`src/rtl/bp_pkg.sv`:
```
// Shared constants and width helpers for the branch predictor.
// Counter encodings derive from CTR_W; widths from XLEN and ENTRIES.
package bp_pkg;

  function automatic int idx_w(input int entries);
    return $clog2(entries);
  endfunction

  function automatic int tag_w(input int xlen, input int entries);
    return xlen - idx_w(entries) - 2;
  endfunction

  function automatic int ctr_max(input int w);
    return (1 << w) - 1;
  endfunction

  function automatic int ctr_wt(input int w);
    return 1 << (w - 1);
  endfunction

  function automatic int ctr_wnt(input int w);
    return (1 << (w - 1)) - 1;
  endfunction

endpackage

```
`src/rtl/bp_sat_ctr.sv`:
```
// Saturating up/down counter next-state logic.
// Counts up on i_inc, down otherwise, clamping at max and zero.
module bp_sat_ctr
  import bp_pkg::*;
#(
  parameter int CTR_W = 2
) (
  input  logic [CTR_W-1:0] i_value,
  input  logic             i_inc,
  output logic [CTR_W-1:0] o_next
);

  localparam logic [CTR_W-1:0] L_MAX = CTR_W'(ctr_max(CTR_W));

  // Step toward the requested direction unless already at the rail
  always_comb begin
    o_next = i_value;
    if (i_inc) begin
      if (i_value != L_MAX) o_next = i_value + CTR_W'(1);
    end else begin
      if (i_value != '0) o_next = i_value - CTR_W'(1);
    end
  end

endmodule

```
`src/rtl/branch_predictor.sv`:
```
// Direct-mapped BTB with per-entry saturating direction counters.
// Define BP_STATS_EN to add stat_lookups / stat_mispred counters.
module branch_predictor
  import bp_pkg::*;
#(
  parameter int XLEN    = 32,
  parameter int ENTRIES = 16,
  parameter int CTR_W   = 2
) (
  input  logic            clk,
  input  logic            reset,
  input  logic            lookup_valid,
  input  logic [XLEN-1:0] lookup_pc,
  output logic            pred_taken,
  output logic [XLEN-1:0] pred_target,
  input  logic            upd_valid,
  input  logic [XLEN-1:0] upd_pc,
  input  logic            upd_taken,
  input  logic [XLEN-1:0] upd_target,
  input  logic            upd_mispredict
`ifdef BP_STATS_EN
  ,
  output logic [31:0]     stat_lookups,
  output logic [31:0]     stat_mispred
`endif
);

  localparam int IDX   = idx_w(ENTRIES);
  localparam int TAG_W = tag_w(XLEN, ENTRIES);

  localparam logic [CTR_W-1:0] L_WT  = CTR_W'(ctr_wt(CTR_W));
  localparam logic [CTR_W-1:0] L_WNT = CTR_W'(ctr_wnt(CTR_W));

  logic             r_valid  [ENTRIES];
  logic [TAG_W-1:0] r_tag    [ENTRIES];
  logic [XLEN-1:0]  r_target [ENTRIES];
  logic [CTR_W-1:0] r_ctr    [ENTRIES];

  logic [IDX-1:0]   w_lidx;
  logic [TAG_W-1:0] w_ltag;
  logic             w_lhit;
  logic [IDX-1:0]   w_uidx;
  logic [TAG_W-1:0] w_utag;
  logic             w_uhit;
  logic             w_bump;
  logic             w_alloc;
  logic [CTR_W-1:0] w_ctr_next;
  logic             w_unused;

  assign w_lidx = lookup_pc[IDX+1:2];
  assign w_ltag = lookup_pc[XLEN-1:IDX+2];
  assign w_uidx = upd_pc[IDX+1:2];
  assign w_utag = upd_pc[XLEN-1:IDX+2];

  assign w_lhit = lookup_valid & r_valid[w_lidx]
                & (r_tag[w_lidx] == w_ltag);

  assign pred_taken  = ~reset & w_lhit & r_ctr[w_lidx][CTR_W-1];
  assign pred_target = pred_taken ? r_target[w_lidx]
                                  : lookup_pc + XLEN'(4);

  assign w_uhit  = r_valid[w_uidx] & (r_tag[w_uidx] == w_utag);
  assign w_bump  = upd_valid & w_uhit;
  assign w_alloc = upd_valid & ~w_uhit & upd_taken;

  // Low pc bits never select an entry; mispredict only feeds stats
  assign w_unused = ^{upd_mispredict, lookup_pc[1:0], upd_pc[1:0]};

  bp_sat_ctr #(
    .CTR_W(CTR_W)
  ) u_ctr (
    .i_value(r_ctr[w_uidx]),
    .i_inc  (upd_taken),
    .o_next (w_ctr_next)
  );

  // Table write: train on a tag hit, allocate on a taken miss
  always_ff @(posedge clk or posedge reset) begin
    if (reset) begin
      for (int i = 0; i < ENTRIES; i++) begin
        r_valid[i]  <= 1'b0;
        r_tag[i]    <= '0;
        r_target[i] <= '0;
        r_ctr[i]    <= L_WNT;
      end
    end else if (w_bump) begin
      r_ctr[w_uidx] <= w_ctr_next;
      if (upd_taken) r_target[w_uidx] <= upd_target;
    end else if (w_alloc) begin
      r_valid[w_uidx]  <= 1'b1;
      r_tag[w_uidx]    <= w_utag;
      r_target[w_uidx] <= upd_target;
      r_ctr[w_uidx]    <= L_WT;
    end
  end

`ifdef BP_STATS_EN
  logic [31:0] r_stat_lookups;
  logic [31:0] r_stat_mispred;

  // Saturating event counters for lookups and mispredictions
  always_ff @(posedge clk or posedge reset) begin
    if (reset) begin
      r_stat_lookups <= '0;
      r_stat_mispred <= '0;
    end else begin
      if (lookup_valid && r_stat_lookups != '1)
        r_stat_lookups <= r_stat_lookups + 32'd1;
      if (upd_valid && upd_mispredict && r_stat_mispred != '1)
        r_stat_mispred <= r_stat_mispred + 32'd1;
    end
  end

  assign stat_lookups = r_stat_lookups;
  assign stat_mispred = r_stat_mispred;
`endif

endmodule
```
`config.mk`:
```
export PLATFORM = sky130hd
export DESIGN_NAME = branch_predictor
export DESIGN_NICKNAME = d
export VERILOG_FILES = /design/src/rtl/bp_pkg.sv /design/src/rtl/bp_sat_ctr.sv /design/src/rtl/branch_predictor.sv
export SDC_FILE = /design/constraint.sdc
export NUM_CORES = 2
export LEC_CHECK = 0
export ABC_AREA = 1
export CAP_MARGIN = 10
export CORE_ASPECT_RATIO = 0.75
export CORE_UTILIZATION = 55
export CTS_BUF_LIST = sky130_fd_sc_hd__clkbuf_4 sky130_fd_sc_hd__clkbuf_8
export DETAILED_ROUTE_END_ITERATION = 12
export DONT_BUFFER_PORTS = 1
export GPL_ROUTABILITY_DRIVEN = 0
export PLACE_DENSITY_LB_ADDON = 0.2
export SYNTH_ARGS = -nofsm -noshare
export SYNTH_HDL_FRONTEND = slang
export SYNTH_SLANG_ARGS = --single-unit
```
`constraint.sdc`:
```
create_clock -name clk -period 41.3 [get_ports clk]
set_clock_uncertainty 0.15 [all_clocks]
set_input_delay 6.195 -clock clk [delete_from_list [all_inputs] [get_ports clk]]
set_output_delay 6.195 -clock clk [all_outputs]
set_load 0.01 [all_outputs]
```
# After elaboration in Yosys (flattened, before gate mapping)
# Index checks and enable logic that the tools add are counted.
# W data, S select, Z words.
# word_totals
reg_bits	976
output_inout_bits	33
# classes
addsub	3
n_lt_le_gt_ge	3
n_eq_ne	4
muxes	41
bitwise_logic	17
reduce_logical	5
# ops
op	count
$mux W512	3
$bwmux W512	1
$bwmux W416	1
$bmux W26 S4	2
$mux W32	6
$mux W26	5
$bmux W32 S4	1
$demux W32 S4	1
$demux W26 S4	1
$eq A26 B26 Y1	2
$add A32 B3 Y32 const B	1
$bwmux W32	1
$or A16 B16 Y16	2
$and A16 B16 Y16	1
$bmux W2 S4	2
$mux W2	8
$not A16 Y16	1
$ge A5 B5 Y1 const B	2
$not A4 Y5	2
$and A1 B1 Y1	8
$bmux W1 S4	2
$demux W2 S4	1
$lt A5 B1 Y1 const B	1
$mux W1	5
8 further kinds	13

# Longest topological paths before layout
# logic_depth
depth_word	11
depth_mapped	26
ltp_nobuf	21

# Cells and area by module
# From an unflattened synthesis, not the netlist that was laid out.
# hier_totals
cells_unflattened	7118
area_unflattened_um2	51449.3
# modules_own_cells
mod	instances	cells_per_inst	area_each_um2
branch_predictor	1	7112	51424.3
bp_sat_ctr	1	6	25.0

# Worst setup path before layout
# No wires, ideal clock.
# synth_timing
path_type	input -> output
startpoint	input port reset
endpoint	output port pred_target[11]
arrival_time_ns	28.536
required_time_ns	34.955
setup_slack_ns	6.419
stages	12
path_buffers	1
cell_sequence	inv_1 -> nand4_1 -> a21oi_1 -> nand2_1 -> nor2_1 -> nand2_1 -> nor2_1 -> nand2_1 -> nor2_2 -> buf_2 -> nor2_1 -> nor2_1
# synth_between
elab_chain_cells	4
# synth_rtl
item	line_no	text
from (decl)	branch_predictor.sv:11	input logic reset,
$not A1 Y1	branch_predictor.sv:58	assign pred_taken = ~reset & w_lhit & r_ctr[w_lidx][CTR_W-1];
$and A1 B1 Y1 (2 in a row)	branch_predictor.sv:58	
$mux W32	branch_predictor.sv:59	assign pred_target = pred_taken ? r_target[w_lidx]
to (decl)	branch_predictor.sv:15	output logic [XLEN-1:0] pred_target,
# Every way passes these cells.

# Worst setup path in the final report
# layout_timing
startpoint	input port lookup_pc[2]
endpoint	output port pred_target[11]
# layout_between
elab_chain_cells	9
# layout_rtl
item	line_no	text
from (decl)	branch_predictor.sv:13	input logic [XLEN-1:0] lookup_pc,
$not A4 Y5 (not written as such) *	branch_predictor.sv:55, branch_predictor.sv:56, branch_predictor.sv:58	
$bmux W26 S4 / $bmux W1 S4 (equally long branches)	branch_predictor.sv:56, branch_predictor.sv:55	
$mux W26 (not written as such) / $mux W1 (equally long branches) (2 in a row)	branch_predictor.sv:56, branch_predictor.sv:55	
$eq A26 B26 Y1 / $and A1 B1 Y1 (equally long branches)	branch_predictor.sv:56, branch_predictor.sv:55	
$and A1 B1 Y1	branch_predictor.sv:56	& (r_tag[w_lidx] == w_ltag);
$and A1 B1 Y1	branch_predictor.sv:58	
$and A1 B1 Y1 *	branch_predictor.sv:58	
net pred_taken	branch_predictor.sv:14	output logic pred_taken,
$mux W32 *	branch_predictor.sv:59	
# The timed path passes the listed nets; every way through them passes the cells marked *. The select of a mux whose other input is x is not followed.

==> metrics.txt <==
unrepaired setup endpoints after global routing no; most common cell after layout, fill and taps aside nand2_1; number of clock sinks 976; Netlist cell types 43; Final Hold Viols 0; Final Cycle Share between 40 and 50%; met1 WL 73530 um; logic gate share of total power 17.3%; placed instance area a little over 0.05 mm2; via count 48639; Critical Path Start Type input port; Worst VDD drop 0.02244 mV; number of synthesized register bits 976; Syn. warnings 0; power share of the clock group between 30% and 40%; Post-CTS Setup Bufs 0; Max Slew Vio Count 245; DR WL met2 just over 70000 um; Port Buffers 0; maxcap violations 0; R2R setup slack 36270 ps; Synth Instances ~7000; vias per cell 5.902; Flop pwr share 48.3%; Hold WC Path Type flop to flop; final wirelength 177800 um; sw frac about 30%; CTS max path bufs 3; DPL Wire Length 99960 um; initial core utilization a little under three fifths; status complete, but fails checks; area of the multi-input gates 0.02300 mm2; post-synthesis sequential area ratio 47.13%; die area about 0.096 mm2; worst skew pair latency 920 ps; syn_nets about 7300; Final WS setup 21350 ps; Post-Route Setup TNS 0 ps; Hold Buf Count CTS 0; Reg clk slew, reported paths 60 ps; largest net degree at the start of global routing 550; Num CTS Buffers about 160; antenna violations before repair 11; Leakage 26.52 nW; PD cells approximately 47 mW/mm2; design area approximately 0.055 mm2; DRC 0; commonest cells after routing, fill and taps aside nand2_1 (2319), o21ai_0 (1362), dfrtp_1 (960); Worst Path Arrival 13600 ps; DR top layer met5; global-route usage over all layers approximately 37%; clk root buf clkbuf_8; Pre-Repair DR Iteration Count 6; CP required 34960 ps; Die Span Y 267.9 um; first-pass GRT wire length about 270000 um; fill count 8702; Register Area 0.02444 mm2; Slew HR -36.17%; Avg Cell Area, Syn 7.201 um2; post-CTS sizing 0; failing checks slew limit; ratio of cells with drive above 1 in the final layout between 5 and 6%; htree depth 4; Finish-stage setup viols 0; Die Wd between 300 and 400 um; metal3 WL 26890 um; P_sw 0.7976 mW; Syn Std Cell Area 0.05187 mm2; total grt overflow 0; FMAX 50.13 MHz; DRT iter0 DRCs 7045; Worst-Margin Slew 2043 ps; nets 6982; Syn-to-layout area delta 5.891%; DR WL/cell 21.57 um; CP max FO 549; Internal Power 1.789 mW; Place WS 23270 ps; row cnt 97; CP Class input port to output pin; CP Capture Type output pin; CTS tree yes; core area 0.09345 mm2; Final ANT Viol Nets 0; Period minus WS final roughly 20000 ps; num ports 135; vias in the first global route 43581
-- worst max-delay path, cell delays in order --
cell     delay [ps]
inv_8          1470
buf_4           630
buf_4           730
a21oi_1         140
o21ai_0         110
nand2_1          70
nand2_1          60
nand2_1          60
inv_1            50
nand2_1         130
xor2_1          200
nor2_1          180
nand2_1          70
nor2_1           90
nand2_1         570
nor2_4         1060
nor2_1           80
nor2_1          610
-- path summary, 6_finish.rpt --
check	start	endpoint	depth (start not counted)
max	lookup_pc[2]	pred_target[11]	18
max reg2reg	r_tag[4]	r_ctr[0]	17
max in group asynchronous	reset	r_target[427]	4
min in group asynchronous	reset	r_tag[148]	1
min	r_valid[15]	r_valid[15]	2
min reg2reg	r_valid[15]	r_valid[15]	2
-- cell usage after synthesis (all sizes together) --
cell type | count | area [um2]
o21a | 45 | 337.8
o211ai | 64 | 480.5
a21oi | 256 | 1281
a31oi | 1 | 6.260
o22ai | 45 | 281.5
and2 | 2 | 12.52
ha | 1 | 12.51
or3 | 1 | 6.260
clkbuf | 330 | 1239
a21o | 1 | 7.510
xor2 | 35 | 306.5
nand2 | 2332 | 8816
xnor2 | 1 | 8.760
nor3 | 23 | 125.1
dfstp | 16 | 420.4
o311ai | 2 | 17.52
or2 | 11 | 68.82
inv | 561 | 2108
nand3b | 1 | 7.510
o31ai | 1 | 7.510
nand3 | 253 | 1266
and3 | 1 | 6.260
o221ai | 32 | 280.3
nor2 | 489 | 1871
dfrtp | 960 | 24020
buf | 214 | 1166
nand4 | 34 | 219.0
o21bai | 9 | 67.56
o21ai | 1482 | 7417
-- per-layer routing --
layer  up-vias  track usage, %
met3       420           13.72
met4         8           14.44
met2      2807           50.75
li1      22583               -
met5         -           1.300
met1     22821           52.55
-- sequential cells by signal, indices dropped and copies added (netlist names) --
register and count:
r_valid 16, r_target 512, r_tag 416, r_ctr 32
-- power by group through the flow --
stage	Clock, mW	Combinational, mW	Sequential, mW
global route	0.939	0.517	1.27
finish	0.889	0.448	1.25
global placement	0	0.426	1.25
CTS	0.896	0.442	1.24
floorplan	0	0.362	1.24
detailed placement	0	0.441	1.26
-- logic make-up after synthesis --
| logic type | share of synthesized area [%] |
|---|---|
| buf+inv | 8.701 |
| flops | 47.13 |
| xor+xnor | 0.6079 |
| simple gates | 23.90 |
| compound gates | 19.64 |
| fa+ha+maj | 0.02412 |
-- per-stage QoR --
step / utilization, % / power [mW] / hold WS (ps) / instances
2_1_floorplan: - / 1.602 / 277.2 / 7203
3_3_place_gp: 55.23 / 1.678 / 296.7 / 7957
3_5_place_dp: 55.23 / 1.699 / 298.1 / 7957
4_1_cts: 58.74 / 2.583 / 311.5 / 8229
5_1_grt: 58.76 / 2.726 / 329.0 / 8236
6_report: 58.77 / 2.586 / 311.9 / 8241
-- layout make-up --
| class | count | area share, % |
|---|---|---|
| Multi-Input combinational cell | 5122 | 41.87 |
| Clock buffer | 250 | 5.570 |
| Inverter | 561 | 3.875 |
| Clock inverter | 22 | 0.4009 |
| Timing Repair Buffer | 61 | 0.9021 |
| Sequential cell | 976 | 44.51 |
| Tap cell | 1237 | 2.818 |
| Antenna cell | 12 | 0.05467 |
Note: power is estimated with default switching activity, not from simulation.
